File: config.mk
export PLATFORM = sky130hd
export DESIGN_NAME = bresenham_line_engine_flat
export DESIGN_NICKNAME = d
export VERILOG_FILES = /design/src/rtl/bresenham_line_engine_if.sv /design/src/rtl/bresenham_line_engine.sv /design/src/flat_wrapper.sv
export SDC_FILE = /design/constraint.sdc
export NUM_CORES = 1
export LEC_CHECK = 0
export BUFFER_PORTS_ARGS = -buffer_cell sky130_fd_sc_hd__buf_4
export CAP_MARGIN = 20
export CORE_MARGIN = 1.5
export CORE_UTILIZATION = 60
export CTS_CLUSTER_DIAMETER = 80
export DETAILED_ROUTE_END_ITERATION = 8
export HOLD_SLACK_MARGIN = 0.05
export PLACE_DENSITY = 0.81
export SYNTH_ARGS = -nofsm -noshare
export SYNTH_HDL_FRONTEND = slang
export SYNTH_SLANG_ARGS = --single-unit
File: constraint.sdc
create_clock -name clk_in -period 14.3 [get_ports clk_in]
set_input_delay 2.145 -clock clk_in [delete_from_list [all_inputs] [get_ports clk_in]]
set_output_delay 2.145 -clock clk_in [all_outputs]
set_load 0.1 [all_outputs]
File: src/rtl/bresenham_line_engine_if.sv
// Command and pixel stream bundle for the line engine.
// master = command producer / pixel consumer; slave = the engine.
interface bresenham_line_engine_if #(
   parameter int unsigned COORD_WIDTH = 16,
   parameter int unsigned COLOR_WIDTH = 8
);
   logic                          cmd_valid;
   logic                          cmd_ready;
   logic signed [COORD_WIDTH-1:0] cmd_x0;
   logic signed [COORD_WIDTH-1:0] cmd_y0;
   logic signed [COORD_WIDTH-1:0] cmd_x1;
   logic signed [COORD_WIDTH-1:0] cmd_y1;
   logic [COLOR_WIDTH-1:0]        cmd_color;
   logic                          pix_valid;
   logic                          pix_ready;
   logic signed [COORD_WIDTH-1:0] pix_x;
   logic signed [COORD_WIDTH-1:0] pix_y;
   logic [COLOR_WIDTH-1:0]        pix_color;
   logic                          line_done;
   logic                          busy;

   modport master (
      output cmd_valid, cmd_x0, cmd_y0, cmd_x1, cmd_y1, cmd_color, pix_ready,
      input  cmd_ready, pix_valid, pix_x, pix_y, pix_color, line_done, busy
   );

   modport slave (
      input  cmd_valid, cmd_x0, cmd_y0, cmd_x1, cmd_y1, cmd_color, pix_ready,
      output cmd_ready, pix_valid, pix_x, pix_y, pix_color, line_done, busy
   );
endinterface

File: src/rtl/bresenham_line_engine.sv
// Queued Bresenham rasteriser: buffers line commands and streams clipped
// pixels one per cycle, ordered from the lower-y endpoint to the higher-y one.
module bresenham_line_engine #(
   parameter int unsigned COORD_WIDTH = 16,
   parameter int unsigned FB_WIDTH    = 320,
   parameter int unsigned FB_HEIGHT   = 180,
   parameter int unsigned COLOR_WIDTH = 8,
   parameter int unsigned CMD_DEPTH   = 4
) (
   input logic                    clk_in,
   input logic                    rst_in,
   bresenham_line_engine_if.slave bus
);

   localparam int unsigned EW  = COORD_WIDTH + 2;
   localparam int unsigned EW2 = EW + 1;
   localparam int unsigned PW  = $clog2(CMD_DEPTH);

   localparam logic signed [EW-1:0] FBW   = EW'(FB_WIDTH);
   localparam logic signed [EW-1:0] FBH   = EW'(FB_HEIGHT);
   localparam logic signed [EW-1:0] ONE   = EW'(1);
   localparam logic signed [EW-1:0] ZERO  = EW'(0);
   localparam logic [PW:0]          P_ONE = (PW+1)'(1);

   typedef struct packed {
      logic [COORD_WIDTH-1:0] x0;
      logic [COORD_WIDTH-1:0] y0;
      logic [COORD_WIDTH-1:0] x1;
      logic [COORD_WIDTH-1:0] y1;
      logic [COLOR_WIDTH-1:0] color;
   } cmd_t;

   typedef enum logic [1:0] {IDLE, SETUP, DRAW} state_t;

   // Command FIFO: extra pointer bit distinguishes full from empty
   cmd_t        mem [CMD_DEPTH];
   logic [PW:0] wr_ptr, rd_ptr;
   logic        full, empty, push, pop;
   cmd_t        cmd_in, head;

   assign full   = (wr_ptr[PW] != rd_ptr[PW]) && (wr_ptr[PW-1:0] == rd_ptr[PW-1:0]);
   assign empty  = (wr_ptr == rd_ptr);
   assign push   = bus.cmd_valid && !full;
   assign cmd_in = '{x0: bus.cmd_x0, y0: bus.cmd_y0, x1: bus.cmd_x1,
                     y1: bus.cmd_y1, color: bus.cmd_color};
   assign head   = mem[rd_ptr[PW-1:0]];

   always_ff @(posedge clk_in) begin
      if (push) mem[wr_ptr[PW-1:0]] <= cmd_in;
   end

   always_ff @(posedge clk_in or posedge rst_in) begin
      if (rst_in) begin
         wr_ptr <= '0;
         rd_ptr <= '0;
      end else begin
         if (push) wr_ptr <= wr_ptr + P_ONE;
         if (pop)  rd_ptr <= rd_ptr + P_ONE;
      end
   end

   // Rasteriser state
   state_t                 state, state_nxt;
   logic signed [EW-1:0]   xa, ya, xb, yb, dx, dy, err, x, y;
   logic signed [EW-1:0]   xa_nxt, ya_nxt, xb_nxt, yb_nxt;
   logic signed [EW-1:0]   dx_nxt, dy_nxt, err_nxt, x_nxt, y_nxt;
   logic                   right, right_nxt;
   logic [COLOR_WIDTH-1:0] color, color_nxt;
   logic                   done_q, done_nxt;

   logic signed [EW-1:0]   hx0, hy0, hx1, hy1, diff_x;
   logic signed [EW2-1:0]  e2;
   logic                   swap, in_bounds, at_end, advance, step_x, step_y;

   assign in_bounds = !x[EW-1] && (x < FBW) && !y[EW-1] && (y < FBH);
   assign at_end    = (x == xb) && (y == yb);
   assign advance   = !in_bounds || bus.pix_ready;

   always_ff @(posedge clk_in or posedge rst_in) begin
      if (rst_in) begin
         state  <= IDLE;
         xa     <= '0;
         ya     <= '0;
         xb     <= '0;
         yb     <= '0;
         dx     <= '0;
         dy     <= '0;
         err    <= '0;
         x      <= '0;
         y      <= '0;
         right  <= 1'b0;
         color  <= '0;
         done_q <= 1'b0;
      end else begin
         state  <= state_nxt;
         xa     <= xa_nxt;
         ya     <= ya_nxt;
         xb     <= xb_nxt;
         yb     <= yb_nxt;
         dx     <= dx_nxt;
         dy     <= dy_nxt;
         err    <= err_nxt;
         x      <= x_nxt;
         y      <= y_nxt;
         right  <= right_nxt;
         color  <= color_nxt;
         done_q <= done_nxt;
      end
   end

   // Next-state and datapath update
   always_comb begin
      state_nxt = state;
      xa_nxt    = xa;
      ya_nxt    = ya;
      xb_nxt    = xb;
      yb_nxt    = yb;
      dx_nxt    = dx;
      dy_nxt    = dy;
      err_nxt   = err;
      x_nxt     = x;
      y_nxt     = y;
      right_nxt = right;
      color_nxt = color;
      done_nxt  = 1'b0;
      pop       = 1'b0;
      hx0       = EW'($signed(head.x0));
      hy0       = EW'($signed(head.y0));
      hx1       = EW'($signed(head.x1));
      hy1       = EW'($signed(head.y1));
      swap      = (hy0 > hy1);
      diff_x    = xb - xa;
      e2        = {err, 1'b0};
      step_x    = (e2 >= EW2'(dy));
      step_y    = (e2 <= EW2'(dx));

      unique case (state)
         IDLE: begin
            if (!empty) begin
               pop       = 1'b1;
               xa_nxt    = swap ? hx1 : hx0;
               ya_nxt    = swap ? hy1 : hy0;
               xb_nxt    = swap ? hx0 : hx1;
               yb_nxt    = swap ? hy0 : hy1;
               right_nxt = (swap ? hx1 : hx0) < (swap ? hx0 : hx1);
               color_nxt = head.color;
               state_nxt = SETUP;
            end
         end
         SETUP: begin
            dx_nxt    = diff_x[EW-1] ? -diff_x : diff_x;
            dy_nxt    = ya - yb;
            err_nxt   = (diff_x[EW-1] ? -diff_x : diff_x) + (ya - yb);
            x_nxt     = xa;
            y_nxt     = ya;
            state_nxt = DRAW;
         end
         DRAW: begin
            if (advance) begin
               if (at_end) begin
                  done_nxt  = 1'b1;
                  state_nxt = IDLE;
               end else begin
                  // Both steps use the same e2, so a diagonal adds dx+dy to err
                  err_nxt = err + (step_x ? dy : ZERO) + (step_y ? dx : ZERO);
                  if (step_x) x_nxt = right ? x + ONE : x - ONE;
                  if (step_y) y_nxt = y + ONE;
               end
            end
         end
         default: state_nxt = IDLE;
      endcase
   end

   assign bus.cmd_ready = !full;
   assign bus.pix_valid = (state == DRAW) && in_bounds;
   assign bus.pix_x     = x[COORD_WIDTH-1:0];
   assign bus.pix_y     = y[COORD_WIDTH-1:0];
   assign bus.pix_color = color;
   assign bus.line_done = done_q;
   assign bus.busy      = (state != IDLE) || !empty;

endmodule
File: src/flat_wrapper.sv
// flat-port wrapper written by rule: the top's interface ports become plain ports
module bresenham_line_engine_flat 
#(
   parameter int unsigned COORD_WIDTH = 16,
   parameter int unsigned FB_WIDTH    = 320,
   parameter int unsigned FB_HEIGHT   = 180,
   parameter int unsigned COLOR_WIDTH = 8,
   parameter int unsigned CMD_DEPTH   = 4
)
  (clk_in, rst_in, bus_cmd_valid, bus_cmd_x0, bus_cmd_y0, bus_cmd_x1, bus_cmd_y1, bus_cmd_color, bus_pix_ready, bus_cmd_ready, bus_pix_valid, bus_pix_x, bus_pix_y, bus_pix_color, bus_line_done, bus_busy);
  bresenham_line_engine_if #(.COORD_WIDTH(COORD_WIDTH), .COLOR_WIDTH(COLOR_WIDTH)) bus_i ();
  input logic clk_in;
  input logic rst_in;
  input wire logic [$bits(bus_i.cmd_valid)-1:0] bus_cmd_valid;
  input wire logic [$bits(bus_i.cmd_x0)-1:0] bus_cmd_x0;
  input wire logic [$bits(bus_i.cmd_y0)-1:0] bus_cmd_y0;
  input wire logic [$bits(bus_i.cmd_x1)-1:0] bus_cmd_x1;
  input wire logic [$bits(bus_i.cmd_y1)-1:0] bus_cmd_y1;
  input wire logic [$bits(bus_i.cmd_color)-1:0] bus_cmd_color;
  input wire logic [$bits(bus_i.pix_ready)-1:0] bus_pix_ready;
  output wire logic [$bits(bus_i.cmd_ready)-1:0] bus_cmd_ready;
  output wire logic [$bits(bus_i.pix_valid)-1:0] bus_pix_valid;
  output wire logic [$bits(bus_i.pix_x)-1:0] bus_pix_x;
  output wire logic [$bits(bus_i.pix_y)-1:0] bus_pix_y;
  output wire logic [$bits(bus_i.pix_color)-1:0] bus_pix_color;
  output wire logic [$bits(bus_i.line_done)-1:0] bus_line_done;
  output wire logic [$bits(bus_i.busy)-1:0] bus_busy;
  assign bus_i.cmd_valid = bus_cmd_valid;
  assign bus_i.cmd_x0 = bus_cmd_x0;
  assign bus_i.cmd_y0 = bus_cmd_y0;
  assign bus_i.cmd_x1 = bus_cmd_x1;
  assign bus_i.cmd_y1 = bus_cmd_y1;
  assign bus_i.cmd_color = bus_cmd_color;
  assign bus_i.pix_ready = bus_pix_ready;
  assign bus_cmd_ready = bus_i.cmd_ready;
  assign bus_pix_valid = bus_i.pix_valid;
  assign bus_pix_x = bus_i.pix_x;
  assign bus_pix_y = bus_i.pix_y;
  assign bus_pix_color = bus_i.pix_color;
  assign bus_line_done = bus_i.line_done;
  assign bus_busy = bus_i.busy;
  bresenham_line_engine #(.COORD_WIDTH(COORD_WIDTH), .FB_WIDTH(FB_WIDTH), .FB_HEIGHT(FB_HEIGHT), .COLOR_WIDTH(COLOR_WIDTH), .CMD_DEPTH(CMD_DEPTH)) u_core (.clk_in(clk_in), .rst_in(rst_in), .bus(bus_i));
endmodule
# [Word-level counts from Yosys, hierarchy flattened]
# Memory sizes are Yosys's and may differ from the RTL's.
# Index checks and enable logic that the tools add are counted.
[word_totals] memories=1 reg_bits=180 ramBits=288 word_cells=99
[memory_table] memory="u_core.mem" depth=4 word_bits=72 read_ports=1 rd_clocked_by_memory_dff=0 wr=1 line="bresenham_line_engine.sv:36" text="cmd_t mem [CMD_DEPTH];"
[classes] n_mux=30 n_eq_ne=13 addsub=11 reduce_logical=22 n_bitwise=1 magnitude_cmp=6
[op_table] operator="$mux 18" count=16
[op_table] operator="$pmux 18 s2" count=3
[op_table] operator="$add 18x18->18" count=3
[op_table] operator="$add 18x2->18 const B" count=2
[op_table] operator="$eq 18x18->1" count=2
[op_table] operator="$sub 18x18->18" count=2
[op_table] operator="$ge 19x18->1" count=1
[op_table] operator="$le 19x18->1" count=1
[op_table] operator="$lt 18x10->1 const B" count=1
[op_table] operator="$lt 18x18->1" count=1
[op_table] operator="$lt 18x9->1 const B" count=1
[op_table] operator="$neg 18->18" count=1
[op_table] operator="$sub 18x2->18 const B" count=1
[op_table] operator="$gt 16x16->1" count=1
[op_table] operator="$ne 2x1->1 const B" count=4
[op_table] operator="$reduce_and 4->1" count=2
[op_table] operator="$logic_and 1x1->1" count=7
[op_table] operator="$mux 1" count=7
[op_table] operator="$add 3x1->3 const B" count=2
[op_table] operator="$mux 2" count=3
[op_table] operator="$pmux 2 s3" count=1
[op_table] operator="$reduce_and 3->1" count=2
[op_table] operator="$logic_not 1->1" count=5
[op_table] operator="$ne 2x2->1 const B" count=2
[op_table] operator="10 further kinds" count=12

# [Logic depth before layout (Yosys ltp)]
# Gate-level depths: netlist of run 1.
[logic_depth] word_depth=8 ltp_mapped=24

# [Worst setup path before layout of run 1]
# No wires, ideal clock.
[synth_timing] path_kind="register to output" startpoint="reg u_core.state[0]" endpoint="out bus_pix_valid" stages_incl_launch_ff=6 setup_slack_ps=8248 t_arrival_ps=3907 path_cell_list="dfrtp_1 inv_1 ha_1 inv_2 clkbuf_1 nor4_1"
[synth_via] elab_chain_len=2
[synth_lines] item="start: declaration" line="bresenham_line_engine.sv:63" text="state_t state, state_nxt;"
[synth_lines] item="start signal: assignment" line="bresenham_line_engine.sv:95" text="state <= state_nxt;"
[synth_lines] item="$eq 2x2->1" line="bresenham_line_engine.sv:176" text="assign bus.pix_valid = (state == DRAW) && in_bounds;"
[synth_lines] item="$logic_and 1x1->1" line="bresenham_line_engine.sv:176"
[synth_lines] item="end: declaration" line="flat_wrapper.sv:22" text="output wire logic [$bits(bus_i.pix_valid)-1:0] bus_pix_valid;"
# No other way between the ends.

# [Worst setup path after layout of run 1]
[layout_timing] startpoint="reg u_core.rd_ptr[0]" endpoint="reg u_core.right"
[layout_via] elab_chain_len=4
[layout_lines] item="start: declaration" line="bresenham_line_engine.sv:37" text="logic [PW:0] wr_ptr, rd_ptr;"
[layout_lines] item="start signal: assignment" line="bresenham_line_engine.sv:58" text="if (pop) rd_ptr <= rd_ptr + P_ONE;"
[layout_lines] item="$mem_v2 4x72"
[layout_lines] item="$gt 16x16->1" line="bresenham_line_engine.sv:131" text="swap = (hy0 > hy1);"
[layout_lines] item="$mux 18" line="bresenham_line_engine.sv:145" text="right_nxt = (swap ? hx1 : hx0) < (swap ? hx0 : hx1);"
[layout_lines] item="$lt 18x18->1" line="bresenham_line_engine.sv:145"
[layout_lines] item="end signal: assignment" line="bresenham_line_engine.sv:105" text="right <= right_nxt;"
[layout_lines] item="end: declaration" line="bresenham_line_engine.sv:67" text="logic right, right_nxt;"
# Several ways; a longest one is shown, not always the timed one.
# A chain may end at the register's enable or synchronous reset.

==> results.yml, run 1 <==
run_status:
  status: "completed"
setup_path:
  crit_required_ns: 14.81
  slowest_stage: "dfrtp_4"
  crit_chain: "buf_16 > mux4_2 > ha_1 > nor2b_1 > o21a_1 > o21a_1 > o21ai_0 > a21oi_1 > a211oi_4 > buf_4 > mux2_2 > ha_1 > a21o_1 > a21o_1 > a21o_1 > a21o_1 > a21o_1 > a21o_1 > a221oi_1 > o31ai_1 > a21oi_1"
  worst_ep_arrival_time_ns: 6.60
  cp_common_cell: "a21o_1"
  crit_path_max_fanout: 51
  worstSetupEndpointType: "flop"
  crit_buf_inv: 2
  start_kind: "flop"
  worst-setup-path-type: "reg2reg"
  crit_family: "compound AO/OA/AOI/OAI gates"
  cpPeakStageDelay_ns: 0.62
clock_tree:
  clkLatencyLatePin_ns: 0.60
  cts_made_buffers: 46
  clk_path_buf_depth: 3
  post-cts-setup-buffers: 0
  cts_hold_buf: 0
  htreeDepth: 2
  clkTransAtPathRegs_ns: 0.06
  cts.sinks: 460
  tritoncts: "yes"
  cts-root-buf: "clkbuf_16"
  cts_resized: 0
flow_run:
  maxCapViolCount: 0
floorplan:
  die_h_microns: 209
  num_io_pins: 120
  start_util_pct: 60.7
  die_w_microns: 209
  die-area_sq_mm: 0.0436
  rows: 75
  core-area_sq_mm: 0.0419
power_and_ir_drop:
  p_leak_nw: 11.5
  fin_total_pwr_mw: 3.46
  power-per-cell-area_mw_per_mm2: 122
  irDropWorstVdd_mv: 0.172
sta:
  maxSlewViolCount: 0
  fmax_ghz: 0.164
  hold_slack_ns: 0.506
  fin_setup_tns_ns: 0
  hold_viol: 0
  worst_pin_slew_ns: 0.924
  grt_setup_unrepaired: "false"
  fin_crit_ns: 6.08
  slew_headroom_pct: 38.4
  setup_violations: 0
  skew_ns: 0.0178
  post-route-period-util_pct: 42.5
placed_design:
  place_congestion: 0.956
  dpl_cell_area_sq_mm: 0.0266
  hpwlAfterDp_microns: 44000
  dp.cells: 2742
  io_buffers: 119
logic_synthesis:
  synth_nets: 2427
  synth_cell_types: 77
  ys.warnings.count: 0
  seq_area_frac_synth_pct: 51.0
  ys_ff_latch: 460
  synthFlopType: "edfxtp_1"
  yosys-top-cells-area: "edfxtp_1 34%, dfrtp_1 17%, ha_1 7.8%"
  async_reset_ff_share_pct: 37.4
  synth_area_leader_cell: "edfxtp_1"
  synth_edf_count: 288
  syn_avg_cell_area_sq_um: 11.7
  postSynthCellCount: 2170
  synth_top_area_share_pct: 34.0
  netlist_area_sq_mm: 0.0254
detailed_routing:
  drt.antenna.violating_nets: 0
  drt_iter0_markers: 1532
  via_per_inst: 6.16
  wl_per_cell_microns: 22.3
  drcViolationCount: 0
  drt-pass1-iter-count: 5
  num_vias: 17400
  routed_wl_microns: 63000
global_route:
  grt_pass1_wl_microns: 99200
  grt.overflow.total: 0
  grt_pass1_vias: 17600
  grt_max_degree: 74
  antenna_found_initial: 0
  grtUsageTotal_pct: 29.4
cells_and_area:
  layout.nets: 2510
  fill_cells: 2880
  final_layout_size_suffix_gt1_share_pct: 15.8
  stdcell_count: 2830
  area_growth_pct: 11.6
  diodes: 0
  final_area_sq_mm: 0.0283
min_path:
  hold_class: "reg2reg"
==> synth_stat cells, types with 13 or more instances <==
master and n:
and3_1 24, ha_1 159, nand4_1 25, xnor2_1 81, mux4_2 72, nand2b_1 13, o21a_1 18, dfrtp_1 172
nor4_1 14, edfxtp_1 288, fa_1 22, buf_4 32, mux2_2 42, nor2_1 105, nor3_1 31, a21oi_1 136
nand2_1 209, a211oi_1 22, a21o_1 34, nor2b_1 16, inv_1 166, clkbuf_1 51, xor2_1 29, mux2i_1 48
nand3_1 28, o21ai_0 161
==> stage by stage <==
stage	utilization [%]	worst slack, ns
3_3_place_gp	63.7	8.24
2_1_floorplan	-	7.49
3_5_place_dp	63.7	8.05
5_1_grt	67.7	7.93
6_report	67.7	8.22
4_1_cts	67.6	7.93
==> routing by layer <==
layer / part of all wire, % / vias up / track usage, %
met5: 0 / - / 0
met4: 3.5 / 0 / 10.7
met3: 6.7 / 120 / 4.72
met2: 48 / 640 / 48.8
met1: 41 / 8572 / 39.5
li1: - / 8112 / -
==> logic make-up after synthesis <==
logic type                 after synthesis  synth area share [%]
DFF                                    460                  51.0
buffers and inverters                  273                  4.56
muxes                                  163                  10.2
xor gates and xnor gates               111                  3.88
and+or+nand+nor                        506                  9.27
adders and majority gates              181                  9.57
AOI/OAI and AO/OA                      476                  11.6
==> sequential cells by signal, indices dropped and copies added, names as in the netlist <==
| signal | flops |
|---|---|
| u_core.ya | 16 |
| u_core.xa | 16 |
| u_core.err | 18 |
| u_core.wr_ptr | 3 |
| u_core.y | 18 |
| u_core.xb | 16 |
| u_core.right | 1 |
| u_core.dx | 18 |
| u_core.x | 18 |
| u_core.bus.pix_color | 8 |
| u_core.yb | 16 |
| u_core.bus.line_done | 1 |
| u_core.state | 2 |
| u_core.dy | 18 |
| u_core.rd_ptr | 3 |
| u_core.mem | 288 |
==> power breakdown <==
group | internal [mW] | leakage [nW] | switching, mW | total (mW)
Sequential | 1.60 | 4.91 | 0.0448 | 1.65
Combinational | 0.185 | 5.83 | 0.328 | 0.513
Clock | 0.772 | 0.811 | 0.526 | 1.30
Total | 2.56 | 11.5 | 0.899 | 3.46
==> cells in the final DEF, fill, tap and decap left out, types with 8 or more instances in the layout <==
| master | instances |
|---|---|
| clkbuf_16 | 47 |
| and4_1 | 8 |
| clkinv_2 | 8 |
| nand2b_1 | 13 |
| dfrtp_1 | 170 |
| edfxtp_1 | 288 |
| nor4_1 | 14 |
| mux4_2 | 72 |
| buf_4 | 138 |
| a211oi_1 | 21 |
| o22ai_1 | 9 |
| a21oi_1 | 134 |
| o21ai_0 | 161 |
| xnor2_1 | 81 |
| mux2i_1 | 48 |
| a21o_1 | 34 |
| nor2b_1 | 16 |
| nand4_1 | 25 |
| o21bai_1 | 9 |
| inv_1 | 165 |
| o31ai_1 | 10 |
| a31oi_1 | 8 |
| xor2_1 | 29 |
| and3_1 | 20 |
| mux2_2 | 42 |
| nand2_1 | 208 |
| o21a_1 | 18 |
| fa_1 | 22 |
| nor3_1 | 31 |
| nor2_1 | 105 |
| ha_1 | 158 |
| nand3_1 | 28 |
==> layout make-up <==
type,instances,area [sq um],area share (%)
Sequential cell,460,13000,45.7
Multi-Input combinational cell,1437,11300,40.0
Clock buffer,61,1300,4.58
Timing Repair Buffer,140,1080,3.82
Tap cell,539,674,2.38
Inverter,168,636,2.24
Clock inverter,25,355,1.25
==> path summary, 6_finish.rpt <==
kind                               endpoint  slack (ns)              from  cells after the start
hold / removal             u_core.wr_ptr[2]        0.51  u_core.wr_ptr[2]                      1
setup / recovery               u_core.right        8.22  u_core.rd_ptr[0]                     21
min in group asynchronous       u_core.x[4]        1.52            rst_in                      2
setup reg to reg               u_core.right        8.22  u_core.rd_ptr[0]                     21
hold reg to reg            u_core.wr_ptr[2]        0.51  u_core.wr_ptr[2]                      1
max in group asynchronous  u_core.rd_ptr[0]       11.45            rst_in                      3
No activity file was read; power rests on OpenSTA's default activity.
==> inputs of run 2 (changes only) <==
--- a/config.mk
+++ b/config.mk
@@ -8,11 +8,11 @@
 export BUFFER_PORTS_ARGS = -buffer_cell sky130_fd_sc_hd__buf_4
 export CAP_MARGIN = 20
 export CORE_MARGIN = 1.5
-export CORE_UTILIZATION = 60
+export CORE_UTILIZATION = 56
 export CTS_CLUSTER_DIAMETER = 80
 export DETAILED_ROUTE_END_ITERATION = 8
 export HOLD_SLACK_MARGIN = 0.05
-export PLACE_DENSITY = 0.81
+export PLACE_DENSITY = 0.8
 export SYNTH_ARGS = -nofsm -noshare
 export SYNTH_HDL_FRONTEND = slang
 export SYNTH_SLANG_ARGS = --single-unit
==> constraint.sdc (replaced) <==
create_clock -name clk_in -period 5 [get_ports clk_in]
set_input_delay 0.75 -clock clk_in [delete_from_list [all_inputs] [get_ports clk_in]]
set_output_delay 0.75 -clock clk_in [all_outputs]
set_load 0.1 [all_outputs]
==> run 2 against run 1 <==
  * Flip-flop and latch count unchanged
  * Register-to-register slack got worse by 8.1 ns
  * Hold slack got worse by 0.16 ns
  * Die area increased by 7.0%
  * Non-clock buffer count increased by 116
  * Sequential share of layout area decreased by 2.2 points
  * Maximum frequency increased by 23%
  * Utilization decreased by 0.89 points
  * Cell count increased by 6.1%
  * First-iteration DRC count increased by 5.5%
  * Count of clock-buffer cells in the layout decreased by 5
  * Via count increased by 4.9%
  * Critical endpoint is now u_core.err[17]
==> results.yml, run 2 (synthesis gave the netlist of run 1 again) <==
power_and_ir_drop:
  power-per-cell-area_mw_per_mm2: 339
  comb_power_share_pct: 16.5
  sw_frac_of_total_pct: 27.1
  irDropWorstVdd_mv: 0.413
  p_switching_mw: 2.74
  p_seq_share_pct: 46.8
  p_int_mw: 7.35
  p_leak_nw: 12.2
  p_clk_share_pct: 36.7
clock_tree:
  clkTransAtPathRegs_ns: 0.07
  clk_path_buf_depth: 3
  cts_hold_buf: 0
  clkLatencyLatePin_ns: 0.61
  tritoncts: "yes"
  cts-root-buf: "clkbuf_16"
  cts_made_buffers: 49
  cts.sinks: 460
  htreeDepth: 2
global_route:
  antenna_found_initial: 0
  grtUsageTotal_pct: 28.4
  grt_pass1_wl_microns: 102000
  grt_max_degree: 173
  grt.overflow.total: 0
  grt_pass1_vias: 18100
setup_path:
  crit_required_ns: 5.52
  r2r-start: "u_core.xb[0]"
  worstSetupEndpointType: "flop"
  start_kind: "flop"
  crit_path_max_fanout: 4
  worst-r2r-setup-slack_ns: 0.07
  crit_start: "u_core.xb[0]"
  ff2ff_path_depth: 22
  worst_ep_arrival_time_ns: 5.45
  worst-setup-path-type: "reg2reg"
  rr_endpoint: "u_core.err[17]"
  setup.worst_path.end: "u_core.err[17]"
detailed_routing:
  drt-pass1-iter-count: 5
  drt.antenna.violating_nets: 0
  via_per_inst: 6.09
  wl_per_cell_microns: 22.3
  drt_iter0_markers: 1616
  routed_wl_microns: 67000
  num_vias: 18300
  drcViolationCount: 0
sta:
  maxSlewViolCount: 0
  slew_headroom_pct: 31.4
  worst_pin_slew_ns: 1.03
  fin_crit_ns: 4.93
  grt_setup_unrepaired: "true"
  setup_violations: 0
  fmax_ghz: 0.203
  hold_viol: 0
  skew_ns: 0.0209
  post-route-period-util_pct: 98.6
  worst_slack_ns: 0.0698
  hold_slack_ns: 0.342
floorplan:
  die-area_sq_mm: 0.0466
  core-area_sq_mm: 0.0445
  start_util_pct: 57.1
  die_w_microns: 216
  die_h_microns: 216
  rows: 77
  num_io_pins: 120
run_status:
  status: "completed"
placed_design:
  dp_worst_setup_slack_ns: -0.0731
  hpwlAfterDp_microns: 46100
  io_buffers: 119
  dp.cells: 2895
  place_congestion: 1.01
cells_and_area:
  final_layout_size_suffix_gt1_share_pct: 22.7
  stdcell_count: 3003
  layout.nets: 2629
  fill_cells: 3114
  largest_reg_flops: 288
  final_cell_mix: "288 x edfxtp_1, 244 x buf_4, 206 x nand2_1, 170 x dfrtp_1, 159 x inv_1"
  layout_commonest_cell: "edfxtp_1"
  diodes: 0
  area_growth_pct: 17.1
min_path:
  hold_class: "in2reg"
  min_path_cells: 1
flow_run:
  maxCapViolCount: 0
## run 2: cell types whose count changed in the layout (fill, tap and decap cells not counted), moves of 6 or more
| cell | change |
|---|---|
| a211oi_1 | -6 |
| a21oi_1 | -9 |
| a21oi_2 | +8 |
| buf_12 | +6 |
| buf_4 | +106 |
| clkbuf_8 | -6 |
| clkinvlp_4 | +6 |
| ha_1 | -11 |
| ha_4 | +8 |
| inv_1 | -6 |
| inv_2 | +6 |
| o21ai_0 | -8 |
## run 2: routing by layer
| metal | part of all wire, % | global-route usage (%) | wire length, microns |
|---|---|---|---|
| met1 | 41 | 38.4 | 27700 |
| met2 | 47 | 45.2 | 31400 |
| met3 | 7.3 | 4.93 | 4910 |
| met4 | 4.5 | 12.4 | 3010 |
| met5 | 0 | 0 | 0 |
## run 2: worst min path at each step
stage	slack, ns	endpoint	start
floorplan	0.46	u_core.wr_ptr[2]	u_core.wr_ptr[2]
global placement	0.47	u_core.wr_ptr[2]	u_core.wr_ptr[2]
detailed placement	0.48	u_core.wr_ptr[2]	u_core.wr_ptr[2]
CTS	0.32	u_core.mem[0][66]	bus_cmd_x0[10]
global route	0.33	u_core.mem[3][3]	bus_cmd_color[3]
finish	0.34	u_core.mem[3][57]	bus_cmd_x0[1]
## run 2: power by group through the flow
| stage | clock network [mW] | logic, mW | registers, mW |
|---|---|---|---|
| 6_report | 3.71 | 1.67 | 4.72 |
| 5_1_grt | 3.88 | 1.78 | 4.74 |
| 4_1_cts | 3.74 | 1.54 | 4.71 |
| 3_5_place_dp | 0 | 1.50 | 4.77 |
| 3_3_place_gp | 0 | 1.45 | 4.72 |
| 2_1_floorplan | 0 | 0.963 | 4.74 |
## run 2: final cells by class
class / count / area, sq um / share of cell area (%)
Timing Repair Buffer: 256 / 2030 / 6.83
Multi-Input combinational cell: 1437 / 11700 / 39.5
Inverter: 168 / 634 / 2.13
Tap cell: 592 / 741 / 2.49
Sequential cell: 460 / 13000 / 43.6
Clock inverter: 34 / 378 / 1.27
Clock buffer: 56 / 1260 / 4.24
## run 2: what timing repair did
action                                 in CTS  in global routing
setup buffers                               6                 11
setup endpoints to repair                   4                 11
resized for setup                           5                 89
endpoints found under the hold margin       0                  0
pin swaps                                   1                 39
## run 2: per-stage QoR
step	TNS, ns	util [%]	instance area [sq um]	power [mW]
after floorplan	-0.396	-	25400	5.71
after global placement	0	61.8	27500	6.17
after detailed placement	-0.109	61.8	27500	6.27
after CTS	-0.0813	65.7	29300	9.99
after global routing	-0.262	66.8	29800	10.4
final	0	66.8	29800	10.1
## run 2: worst max-delay path, cell delays in order (launching register included)
cell,delay (ns)
dfrtp_1,0.37
inv_1,0.06
ha_2,0.21
inv_1,0.07
fa_2,0.38
a21o_1,0.19
a21oi_1,0.23
xnor2_2,0.16
a211oi_2,0.30
o21ai_2,0.16
a2111oi_4,0.47
a21oi_1,0.13
xnor2_2,0.23
ha_1,0.32
nand4_1,0.12
or2_2,0.31
o211ai_1,0.21
nand2_1,0.12
o21a_1,0.21
nor3_1,0.12
o21ai_0,0.11
buf_4,0.20
a31oi_1,0.17
==> inputs of run 3 (changes only) <==
--- a/config.mk
+++ b/config.mk
@@ -8,11 +8,12 @@
 export BUFFER_PORTS_ARGS = -buffer_cell sky130_fd_sc_hd__buf_4
 export CAP_MARGIN = 20
 export CORE_MARGIN = 1.5
-export CORE_UTILIZATION = 56
+export CORE_UTILIZATION = 25
 export CTS_CLUSTER_DIAMETER = 80
 export DETAILED_ROUTE_END_ITERATION = 8
 export HOLD_SLACK_MARGIN = 0.05
-export PLACE_DENSITY = 0.8
+export PLACE_DENSITY = 0.44
+export RECOVER_POWER = 50
 export SYNTH_ARGS = -nofsm -noshare
 export SYNTH_HDL_FRONTEND = slang
 export SYNTH_SLANG_ARGS = --single-unit
==> run 3 against run 2 <==
  * The flow now finishes with violations (capacitance limit, slew limit)
  * First-iteration DRC count fell by 33%
  * Cell count rose by 28%
  * Critical path depth shrank 1
  * Critical endpoint is now u_core.right
  * Die area increased by 120%
  * Global-route usage down 14 points
  * Combinational power about the same
  * Wire length is 12% higher
  * Via count down 3.0%
  * Sequential power is 1% lower
  * Largest cell class unchanged
==> results.yml, run 3 (synthesis gave the netlist of run 1 again) <==
floorplan:
  core-area_sq_mm: 0.100
  num_io_pins: 120
  die_w_microns: 322
  start_util_pct: 25.3
  die_h_microns: 322
  die-area_sq_mm: 0.104
  rows: 116
setup_path:
  slowest_stage: "dfrtp_4"
  crit_required_ns: 5.55
  cpPeakStageDelay_ns: 0.52
  worst_ep_arrival_time_ns: 5.40
  start_kind: "flop"
  crit_chain: "buf_12 > buf_4 > mux4_2 > ha_4 > nand4_1 > o21a_1 > o2111a_1 > a211oi_4 > buf_12 > buf_6 > mux2i_4 > ha_4 > a21o_1 > a21o_1 > a21o_1 > a21o_1 > a21o_1 > a21o_1 > a221oi_2 > o31ai_1 > a21oi_1"
  worst-r2r-setup-slack_ns: 0.16
  crit_path_max_fanout: 6
  worstSetupEndpointType: "flop"
  worst-setup-path-type: "reg2reg"
  cp_common_cell: "a21o_1"
  crit_buf_inv: 4
  crit_family: "compound AO/OA/AOI/OAI gates"
global_route:
  grtUsageTotal_pct: 14.4
  grt_max_degree: 96
  grt.overflow.total: 0
  antenna_found_initial: 6
  grt_pass1_wl_microns: 113000
  grt_pass1_vias: 18200
detailed_routing:
  drt_iter0_markers: 1079
  num_vias: 17700
  drcViolationCount: 0
  via_per_inst: 4.61
  routed_wl_microns: 74800
  drt-pass1-iter-count: 5
  wl_per_cell_microns: 19.4
  drt.antenna.violating_nets: 0
sta:
  worst_slack_ns: 0.155
  post-route-period-util_pct: 96.9
  slew_headroom_pct: -67.5
  skew_ns: 0.0379
  hold_slack_ns: 0.368
  setup_violations: 0
  grt_setup_unrepaired: "true"
  maxSlewViolCount: 136
  fmax_ghz: 0.206
  hold_viol: 0
  fin_setup_tns_ns: 0
  worst_pin_slew_ns: 2.51
  fin_crit_ns: 4.84
cells_and_area:
  layout_commonest_cell: "edfxtp_1"
  fin_util_pct: 31.0
  stdcell_count: 3848
  final_area_sq_mm: 0.0311
  fill_cells: 10300
  largest_reg_flops: 288
  diodes: 0
  layout.nets: 2703
  final_cell_mix: "288 x edfxtp_1, 220 x buf_4, 207 x nand2_1, 170 x dfrtp_1, 159 x inv_1"
  area_growth_pct: 22.5
  final_layout_size_suffix_gt1_share_pct: 21.4
min_path:
  hold_class: "in2reg"
placed_design:
  dp.cells: 3723
  dp_worst_setup_slack_ns: -0.0490
  io_buffers: 119
  place_congestion: 0.891
  hpwlAfterDp_microns: 55900
  dpl_cell_area_sq_mm: 0.0290
clock_tree:
  clk_path_buf_depth: 3
  clkLatencyLatePin_ns: 0.63
  cts_made_buffers: 54
  htreeDepth: 2
  tritoncts: "yes"
  clkTransAtPathRegs_ns: 0.06
  cts_hold_buf: 0
  cts.sinks: 460
  cts-root-buf: "clkbuf_16"
flow_run:
  maxCapViolCount: 2
power_and_ir_drop:
  irDropWorstVdd_mv: 0.282
  fin_total_pwr_mw: 10.5
  power-per-cell-area_mw_per_mm2: 336
  p_leak_nw: 12.3
run_status:
  status: "finished, violations left"
  violations: "capacitance limit, slew limit"
[run 3: worst reg2reg max path: cells and delay by family (launching register included)]
family,cells,cell delay (ns)
AND/OR/NAND/NOR,1,0.19
AO/OA/AOI/OAI,12,2.27
flip-flops,1,0.52
buffers and inverters,4,0.55
adder cells (fa/ha/maj),2,0.53
multiplexers,2,0.71
[run 3: routing by layer]
layer / wire [microns] / share of wire (%) / up-vias / GRT usage, %
li1: - / - / 8501 / -
met5: 50 / 0.067 / - / 0
met3: 3610 / 4.8 / 122 / 2.58
met2: 33000 / 44 / 365 / 22.2
met1: 35500 / 47 / 8745 / 20.1
met4: 2590 / 3.5 / 8 / 4.95
[run 3: repair_timing]
item / in CTS / in global routing
endpoints found under the setup margin: 4 / 10
pin swaps: 5 / 27
resized for setup: 16 / 81
buffers inserted: 9 / 15
[run 3: where the power goes]
part           switching (mW)  leakage [nW]  total (mW)  internal, mW
combinational           0.993          6.50        1.66         0.665
clock                    1.67         0.925        4.14          2.47
sequential             0.0957          4.91        4.67          4.58
total                    2.75          12.3        10.5          7.72
[run 3: cell type report]
| cell class | instances | area (sq um) | area share [%] |
|---|---|---|---|
| clock inverter | 35 | 449 | 1.44 |
| multi-input combinational | 1437 | 11700 | 37.7 |
| inverter | 168 | 632 | 2.03 |
| sequential | 460 | 13000 | 41.6 |
| clock buffer | 66 | 1440 | 4.62 |
| tap | 1357 | 1700 | 5.46 |
| timing repair buffer | 325 | 2210 | 7.09 |
[run 3: worst paths after layout]
| check | start | endpoint | depth (start not counted) |
|---|---|---|---|
| setup / recovery | u_core.rd_ptr[0] | u_core.right | 21 |
| hold / removal | bus_cmd_x0[4] | u_core.mem[0][60] | 1 |
| setup reg to reg | u_core.rd_ptr[0] | u_core.right | 21 |
| hold reg to reg | u_core.rd_ptr[2] | u_core.rd_ptr[2] | 1 |
| max in group asynchronous | rst_in | u_core.err[11] | 4 |
| min in group asynchronous | rst_in | u_core.x[4] | 3 |
